$ cat src/rtl/rx_adc_frontend_pkg.sv
// rx_adc_frontend shared definitions.
// Settings addresses, mux source codes, saturating subtract.
package rx_adc_frontend_pkg;

  localparam logic [6:0] MUX_ADDR  = 7'd8;
  localparam logic [6:0] OFS0_ADDR = 7'd10;
  localparam logic [6:0] OFS1_ADDR = 7'd11;

  typedef enum logic [1:0] {
    SRC_A  = 2'd0,
    SRC_B  = 2'd1,
    SRC_Z0 = 2'd2,
    SRC_Z1 = 2'd3
  } mux_src_e;

  function automatic logic [15:0] sat_sub16(
    input logic [15:0] a,
    input logic [15:0] b
  );
    logic [16:0] d;
    d = {a[15], a} - {b[15], b};
    if (d[16] != d[15])
      return d[16] ? 16'h8000 : 16'h7FFF;
    return d[15:0];
  endfunction

endpackage

$ cat src/rtl/rx_adc_frontend_if.sv
// Serial settings bus shared by all register blocks.
// Master drives a one-cycle strobe with address and data.
interface rx_adc_frontend_if;

  logic        serial_strobe;
  logic [6:0]  serial_addr;
  logic [31:0] serial_data;

  modport master (
    output serial_strobe,
    output serial_addr,
    output serial_data
  );

  modport slave (
    input serial_strobe,
    input serial_addr,
    input serial_data
  );

endinterface

$ cat src/rtl/rx_dc_offset.sv
// Per-channel DC offset: settings register, left-justify,
// saturating subtract, registered result (stage 2).
module rx_dc_offset
  import rx_adc_frontend_pkg::*;
#(
  parameter int         ADC_W = 12,
  parameter logic [6:0] ADDR  = OFS0_ADDR
) (
  input  logic               clock,
  input  logic               reset_n,
  input  logic               enable,
  rx_adc_frontend_if.slave   sbus,
  input  logic [ADC_W-1:0]   adc,
  output logic [15:0]        dout
);

  logic [15:0] ofs;
  logic [15:0] ext;
  logic        wr;

  assign ext = {adc, {(16-ADC_W){1'b0}}};
  assign wr  = sbus.serial_strobe &&
               (sbus.serial_addr == ADDR);

  // offset register and stage-2 subtract; old offset used on write edge
  always_ff @(posedge clock or negedge reset_n) begin
    if (!reset_n) begin
      ofs  <= '0;
      dout <= '0;
    end else begin
      if (wr)
        ofs <= sbus.serial_data[15:0];
      dout <= enable ? sat_sub16(ext, ofs) : '0;
    end
  end

endmodule

$ cat src/rtl/rx_adc_frontend.sv
// Dual-ADC receive front end: sample, DC offset, I/Q mux,
// RSSI leaky average and overload counter.
module rx_adc_frontend #(
  parameter int         ADC_W     = 12,
  parameter logic [6:0] MUX_ADDR  = rx_adc_frontend_pkg::MUX_ADDR,
  parameter logic [6:0] OFS0_ADDR = rx_adc_frontend_pkg::OFS0_ADDR,
  parameter logic [6:0] OFS1_ADDR = rx_adc_frontend_pkg::OFS1_ADDR
) (
  input  logic               clock,
  input  logic               reset_n,
  input  logic               enable,
  rx_adc_frontend_if.slave   sbus,
  input  logic [ADC_W-1:0]   rx_a_a,
  input  logic [ADC_W-1:0]   rx_b_a,
  output logic [15:0]        ddc0_in_i,
  output logic [15:0]        ddc0_in_q,
  output logic [3:0]         rx_numchan,
  output logic [31:0]        rssi_0
);

  logic [ADC_W-1:0] a1, b1;
  logic [15:0]      ch_a, ch_b;
  logic [7:0]       mux;
  logic [25:0]      acc;
  logic [15:0]      ovf;
  logic [15:0]      ext_a, mag_a;
  logic [15:0]      i_nxt, q_nxt;
  logic             mux_wr, ofs0_wr, ovf_hit;
  logic             unused_data;

  assign unused_data = ^sbus.serial_data[31:16];

  assign mux_wr  = sbus.serial_strobe &&
                   (sbus.serial_addr == MUX_ADDR);
  assign ofs0_wr = sbus.serial_strobe &&
                   (sbus.serial_addr == OFS0_ADDR);

  // stage 1 samples continuously, even when disabled
  always_ff @(posedge clock or negedge reset_n) begin
    if (!reset_n) begin
      a1 <= '0;
      b1 <= '0;
    end else begin
      a1 <= rx_a_a;
      b1 <= rx_b_a;
    end
  end

  rx_dc_offset #(.ADC_W(ADC_W), .ADDR(OFS0_ADDR)) u_ofs_a (
    .clock   (clock),
    .reset_n (reset_n),
    .enable  (enable),
    .sbus    (sbus),
    .adc     (a1),
    .dout    (ch_a)
  );

  rx_dc_offset #(.ADC_W(ADC_W), .ADDR(OFS1_ADDR)) u_ofs_b (
    .clock   (clock),
    .reset_n (reset_n),
    .enable  (enable),
    .sbus    (sbus),
    .adc     (b1),
    .dout    (ch_b)
  );

  // mux settings register
  always_ff @(posedge clock or negedge reset_n) begin
    if (!reset_n)
      mux <= '0;
    else if (mux_wr)
      mux <= sbus.serial_data[7:0];
  end

  assign rx_numchan = mux[3:0];

  // source select for I and Q; codes 2/3 force zero
  always_comb begin
    i_nxt = '0;
    q_nxt = '0;
    unique case (rx_adc_frontend_pkg::mux_src_e'(mux[5:4]))
      rx_adc_frontend_pkg::SRC_A: i_nxt = ch_a;
      rx_adc_frontend_pkg::SRC_B: i_nxt = ch_b;
      default:                    i_nxt = '0;
    endcase
    unique case (rx_adc_frontend_pkg::mux_src_e'(mux[7:6]))
      rx_adc_frontend_pkg::SRC_A: q_nxt = ch_a;
      rx_adc_frontend_pkg::SRC_B: q_nxt = ch_b;
      default:                    q_nxt = '0;
    endcase
  end

  // stage 3 output register
  always_ff @(posedge clock or negedge reset_n) begin
    if (!reset_n) begin
      ddc0_in_i <= '0;
      ddc0_in_q <= '0;
    end else begin
      ddc0_in_i <= enable ? i_nxt : '0;
      ddc0_in_q <= enable ? q_nxt : '0;
    end
  end

  // magnitude of left-justified A sample; most-negative clamps
  always_comb begin
    ext_a = {a1, {(16-ADC_W){1'b0}}};
    mag_a = ext_a;
    if (ext_a == 16'h8000)
      mag_a = 16'h7FFF;
    else if (ext_a[15])
      mag_a = ~ext_a + 16'd1;
  end

  assign ovf_hit = (a1 == {1'b0, {(ADC_W-1){1'b1}}}) ||
                   (a1 == {1'b1, {(ADC_W-1){1'b0}}});

  // leaky average and saturating overload count
  always_ff @(posedge clock or negedge reset_n) begin
    if (!reset_n) begin
      acc <= '0;
      ovf <= '0;
    end else begin
      if (enable)
        acc <= acc + {10'd0, mag_a} - {10'd0, acc[25:10]};
      if (ofs0_wr)
        ovf <= '0;
      else if (enable && ovf_hit && ovf != 16'hFFFF)
        ovf <= ovf + 16'd1;
    end
  end

  assign rssi_0 = {ovf, acc[25:10]};

endmodule

$ cat src/flat_wrapper.sv
// flat-port wrapper written by rule: the top's interface ports become plain ports
module rx_adc_frontend_flat 
#(
  parameter int         ADC_W     = 12,
  parameter logic [6:0] MUX_ADDR  = rx_adc_frontend_pkg::MUX_ADDR,
  parameter logic [6:0] OFS0_ADDR = rx_adc_frontend_pkg::OFS0_ADDR,
  parameter logic [6:0] OFS1_ADDR = rx_adc_frontend_pkg::OFS1_ADDR
)
  (clock, reset_n, enable, rx_a_a, rx_b_a, ddc0_in_i, ddc0_in_q, rx_numchan, rssi_0, sbus_serial_strobe, sbus_serial_addr, sbus_serial_data);
  rx_adc_frontend_if sbus_i ();
  input  logic clock;
  input  logic reset_n;
  input  logic enable;
  input  logic [ADC_W-1:0] rx_a_a;
  input  logic [ADC_W-1:0] rx_b_a;
  output logic [15:0] ddc0_in_i;
  output logic [15:0] ddc0_in_q;
  output logic [3:0] rx_numchan;
  output logic [31:0] rssi_0;
  input wire logic [$bits(sbus_i.serial_strobe)-1:0] sbus_serial_strobe;
  input wire logic [$bits(sbus_i.serial_addr)-1:0] sbus_serial_addr;
  input wire logic [$bits(sbus_i.serial_data)-1:0] sbus_serial_data;
  assign sbus_i.serial_strobe = sbus_serial_strobe;
  assign sbus_i.serial_addr = sbus_serial_addr;
  assign sbus_i.serial_data = sbus_serial_data;
  rx_adc_frontend #(.ADC_W(ADC_W), .MUX_ADDR(MUX_ADDR), .OFS0_ADDR(OFS0_ADDR), .OFS1_ADDR(OFS1_ADDR)) u_core (.clock(clock), .reset_n(reset_n), .enable(enable), .sbus(sbus_i), .rx_a_a(rx_a_a), .rx_b_a(rx_b_a), .ddc0_in_i(ddc0_in_i), .ddc0_in_q(ddc0_in_q), .rx_numchan(rx_numchan), .rssi_0(rssi_0));
endmodule
$ cat config.mk
export PLATFORM = sky130hd
export DESIGN_NAME = rx_adc_frontend_flat
export DESIGN_NICKNAME = d
export VERILOG_FILES = /design/src/rtl/rx_adc_frontend_pkg.sv /design/src/rtl/rx_adc_frontend_if.sv /design/src/rtl/rx_dc_offset.sv /design/src/rtl/rx_adc_frontend.sv /design/src/flat_wrapper.sv
export SDC_FILE = /design/constraint.sdc
export NUM_CORES = 1
export LEC_CHECK = 0
export BUFFER_PORTS_ARGS = -buffer_cell sky130_fd_sc_hd__buf_4
export CAP_MARGIN = 20
export CORE_UTILIZATION = 33
export DETAILED_ROUTE_END_ITERATION = 6
export PLACE_DENSITY = 0.6
export SYNTH_ARGS = -nofsm -noshare
export SYNTH_HDL_FRONTEND = slang
export SYNTH_SLANG_ARGS = --single-unit
$ cat constraint.sdc
create_clock -name clock -period 5.5 [get_ports clock]
set_input_delay 1.65 -clock clock [delete_from_list [all_inputs] [get_ports clock]]
set_output_delay 1.65 -clock clock [all_outputs]
set_load 0.05 [all_outputs]
==> summary.md <==
| Metric | Value |
|---|---|
| CTS clk-pin slew, worst paths | `70 ps` |
| Layout area overhead | `17.2%` |
| Final Hold Viols | `0` |
| Layout Nets | `1228` |
| Worst Path Arrival | `5190 ps` |
| Fraction of final layout cells sized beyond drive strength 1 | `0.192` |
| Final worst path period share | `0.889` |
| Startpoint Class | `flop` |
| TritonCTS Buffers | `17` |
| Hold slack | `506 ps` |
| Critical-path top delay cell | `or4_4` |
| Syn Area/Cell | `9.92 sq um` |
| Final HPWL DP | `17.7 mm` |
| Initial Util | `0.336` |
| Endpoint type of the worst setup path | `flop` |
| Commonest cells after routing, fill and taps aside | `dfrtp_1, buf_4, nor2_1` |
| Sequential element share of the synthesized area | `0.427` |
| Vias in the first global route | `7210` |
| Tmin final | `4890 ps` |
| Clk_skew | `14.2 ps` |
| Avg WL per Cell | `16.0 microns` |
| Slew margin rel. | `0.272` |
| # clock sinks | `170` |
| PortBufs | `118` |
| Diode count | `0` |
| DP Worst Slack | `729 ps` |
| DR vias/cell | `4.96` |
| Congestion Overflow GR | `0` |
| Worst Max-Slew Pin Slew | `1080 ps` |
| Worst skew pair latency | `430 ps` |
| Width of the die | `176 microns` |
| Max incr delay on CP | `610 ps` |
| CP Data Required Time | `5800 ps` |
| Outcome | `completed` |
| Clk root buf | `clkbuf_16` |
| # Post-CTS Setup Buffers | `0` |
| FFs w/ async S/R, synth | `1.00` |
| Io pins | `135` |
| Die Footprint | `30900 sq um` |
| LEAKAGE | `5.39 nW` |
| # DRC | `0` |
| Post-CTS sizing | `0` |
| Clk buf depth | `2` |
| Max FO, Critical Path | `7` |
| Setup violators final | `0` |
| Overall power | `6.49 mW` |
| Hold/Removal Path Class | `flop to flop` |
| H-tree depth | `4` |
| CTS tree | `built` |
| Tot GR Track Use | `0.160` |
| Post-synth EDFFs | `0` |
| First-pass GRT wire length | `38.3 mm` |
| Most frequent standard cell in the layout excluding fill and tap cells | `dfrtp_1` |
| Routed Wire Length | `23.8 mm` |
| Mapped Cells | `1004` |
| Worst setup margin | `612 ps` |
| Fin. max-slew vios | `0` |
| Initial DRC Count | `467` |
| # hold bufs at CTS | `0` |
| Max rail drop VDD | `0.229 mV` |
| PwrDens | `556 nW/um^2` |
| Syn. warnings | `0` |
| RD Place Congestion | `0.864` |
| Synthesized flop and latch total | `170` |
| Post-Route Setup TNS | `0 ps` |
| Antenna violations before repair | `0` |
| Fin util | `0.394` |
| Antenna-violating nets left | `0` |
| Top_reg_cell synth | `dfrtp_1` |
| Worst-path cell chain | `or4_4 > nor2_2 > and4_1 > xnor2_1 > ha_1 > inv_1 > fa_1 > nor2b_1 > o21a_1 > o21ai_0 > a211oi_1 > o31ai_1 > a2111oi_0 > mux2i_1 > o221ai_1` |
| Largest net degree at the start of global routing | `103` |
| Max-Cap Viols | `0` |
| Core area | `29600 sq um` |
| WS Path Type | `flop to flop` |
| Row count | `63` |
| Mapped cell area | `9960 sq um` |
| Syn_nets | `1141` |
| Post-synthesis cell type count | `75` |
| Vert. Die Dim | `176 microns` |
| Max Clock Freq | `205 MHz` |
| Via count | `7408` |
| Detailed Routing Iterations Pass 1 | `4` |
| RSZ-0062 raised after global routing | `no` |
## flip-flops by register name, summed over array words and instances, names as in the netlist
name,flops
u_core.b1,12
u_core.a1,12
u_core.acc,26
u_core.ovf,16
u_core.u_ofs_b.ofs,16
u_core.mux,8
u_core.u_ofs_b.dout,16
u_core.ddc0_in_i,16
u_core.u_ofs_a.ofs,16
u_core.ddc0_in_q,16
u_core.u_ofs_a.dout,16
## final cells by class
class                   instances  area [sq um]
repair buffers                123           940
well taps                     390           488
fillers                      3012         18000
flip-flops and latches        170          4250
inverters                      61           229
clock buffers                  19           443
clock inverters                12           141
multi-input cells             718          5180
## through the flow
stage                     cells  instance area (sq um)
after floorplan            1004                   9960
after global placement     1462                  11100
after detailed placement   1462                  11100
after CTS                  1493                  11700
after global routing       1493                  11700
final                      1493                  11700
## where the power goes
group	switching (mW)	internal, mW	leakage, nW
registers	0.195	1.49	2.14
clock network	0.516	0.685	0.274
logic	2.12	1.48	2.97
## layer usage
metal  global-route usage  up-vias  part of all wire
met5                    0        -                 0
met4               0.0489        0             0.016
met3               0.0268       20             0.036
met2                0.258      140              0.46
met1                0.218     3553              0.49
li1                     -     3695                 -
## path summary, 6_finish.rpt
check	from	end	slack [ps]	depth (start not counted)
worst max-delay path	u_core.a1[5]	u_core.acc[16]	610	15
max in group asynchronous	reset_n	u_core.u_ofs_a.ofs[6]	3270	2
worst min register to register	u_core.u_ofs_b.ofs[12]	u_core.u_ofs_b.ofs[12]	510	1
worst max register to register	u_core.a1[5]	u_core.acc[16]	610	15
min in group asynchronous	reset_n	u_core.b1[0]	1340	1
worst min-delay path	u_core.u_ofs_b.ofs[12]	u_core.u_ofs_b.ofs[12]	510	1
## cell usage after synthesis, drive strengths merged, types with 9 or more instances
cell,instances,area (sq um)
nor2,97,372
nand4,11,68.8
buf,29,200
o21a,18,135
clkbuf,26,97.6
xor2,28,245
mux2,32,360
nor3,26,130
a21oi,63,319
inv,61,229
o21ai,58,294
dfrtp,170,4250
xnor2,28,245
o31ai,11,82.6
fa,13,260
nand2b,13,81.3
nand3,20,100
a21o,16,120
a211oi,9,72.6
mux2i,40,400
nand2,68,255
ha,57,713
## critical path: cells and delay by family, from the launching register on
kind | cells | cell delay (ps)
flops | 1 | 480
buf+inv | 1 | 70
mux | 1 | 260
xor+xnor | 1 | 120
simple gates | 4 | 1360
fa+ha+maj | 2 | 790
compound gates | 6 | 1670
## cells by family (layout without fill, tap and decap cells)
family | after synthesis | count (layout) | share of synthesized area
and+or+nand+nor | 287 | 287 | 0.142
AOI/OAI and AO/OA | 232 | 232 | 0.154
DFF | 170 | 170 | 0.427
buffers and inverters | 116 | 215 | 0.0529
muxes | 72 | 72 | 0.0764
adders and majority gates | 71 | 71 | 0.0988
xor gates and xnor gates | 56 | 56 | 0.0493
Note: power is estimated with default switching activity, not from simulation.
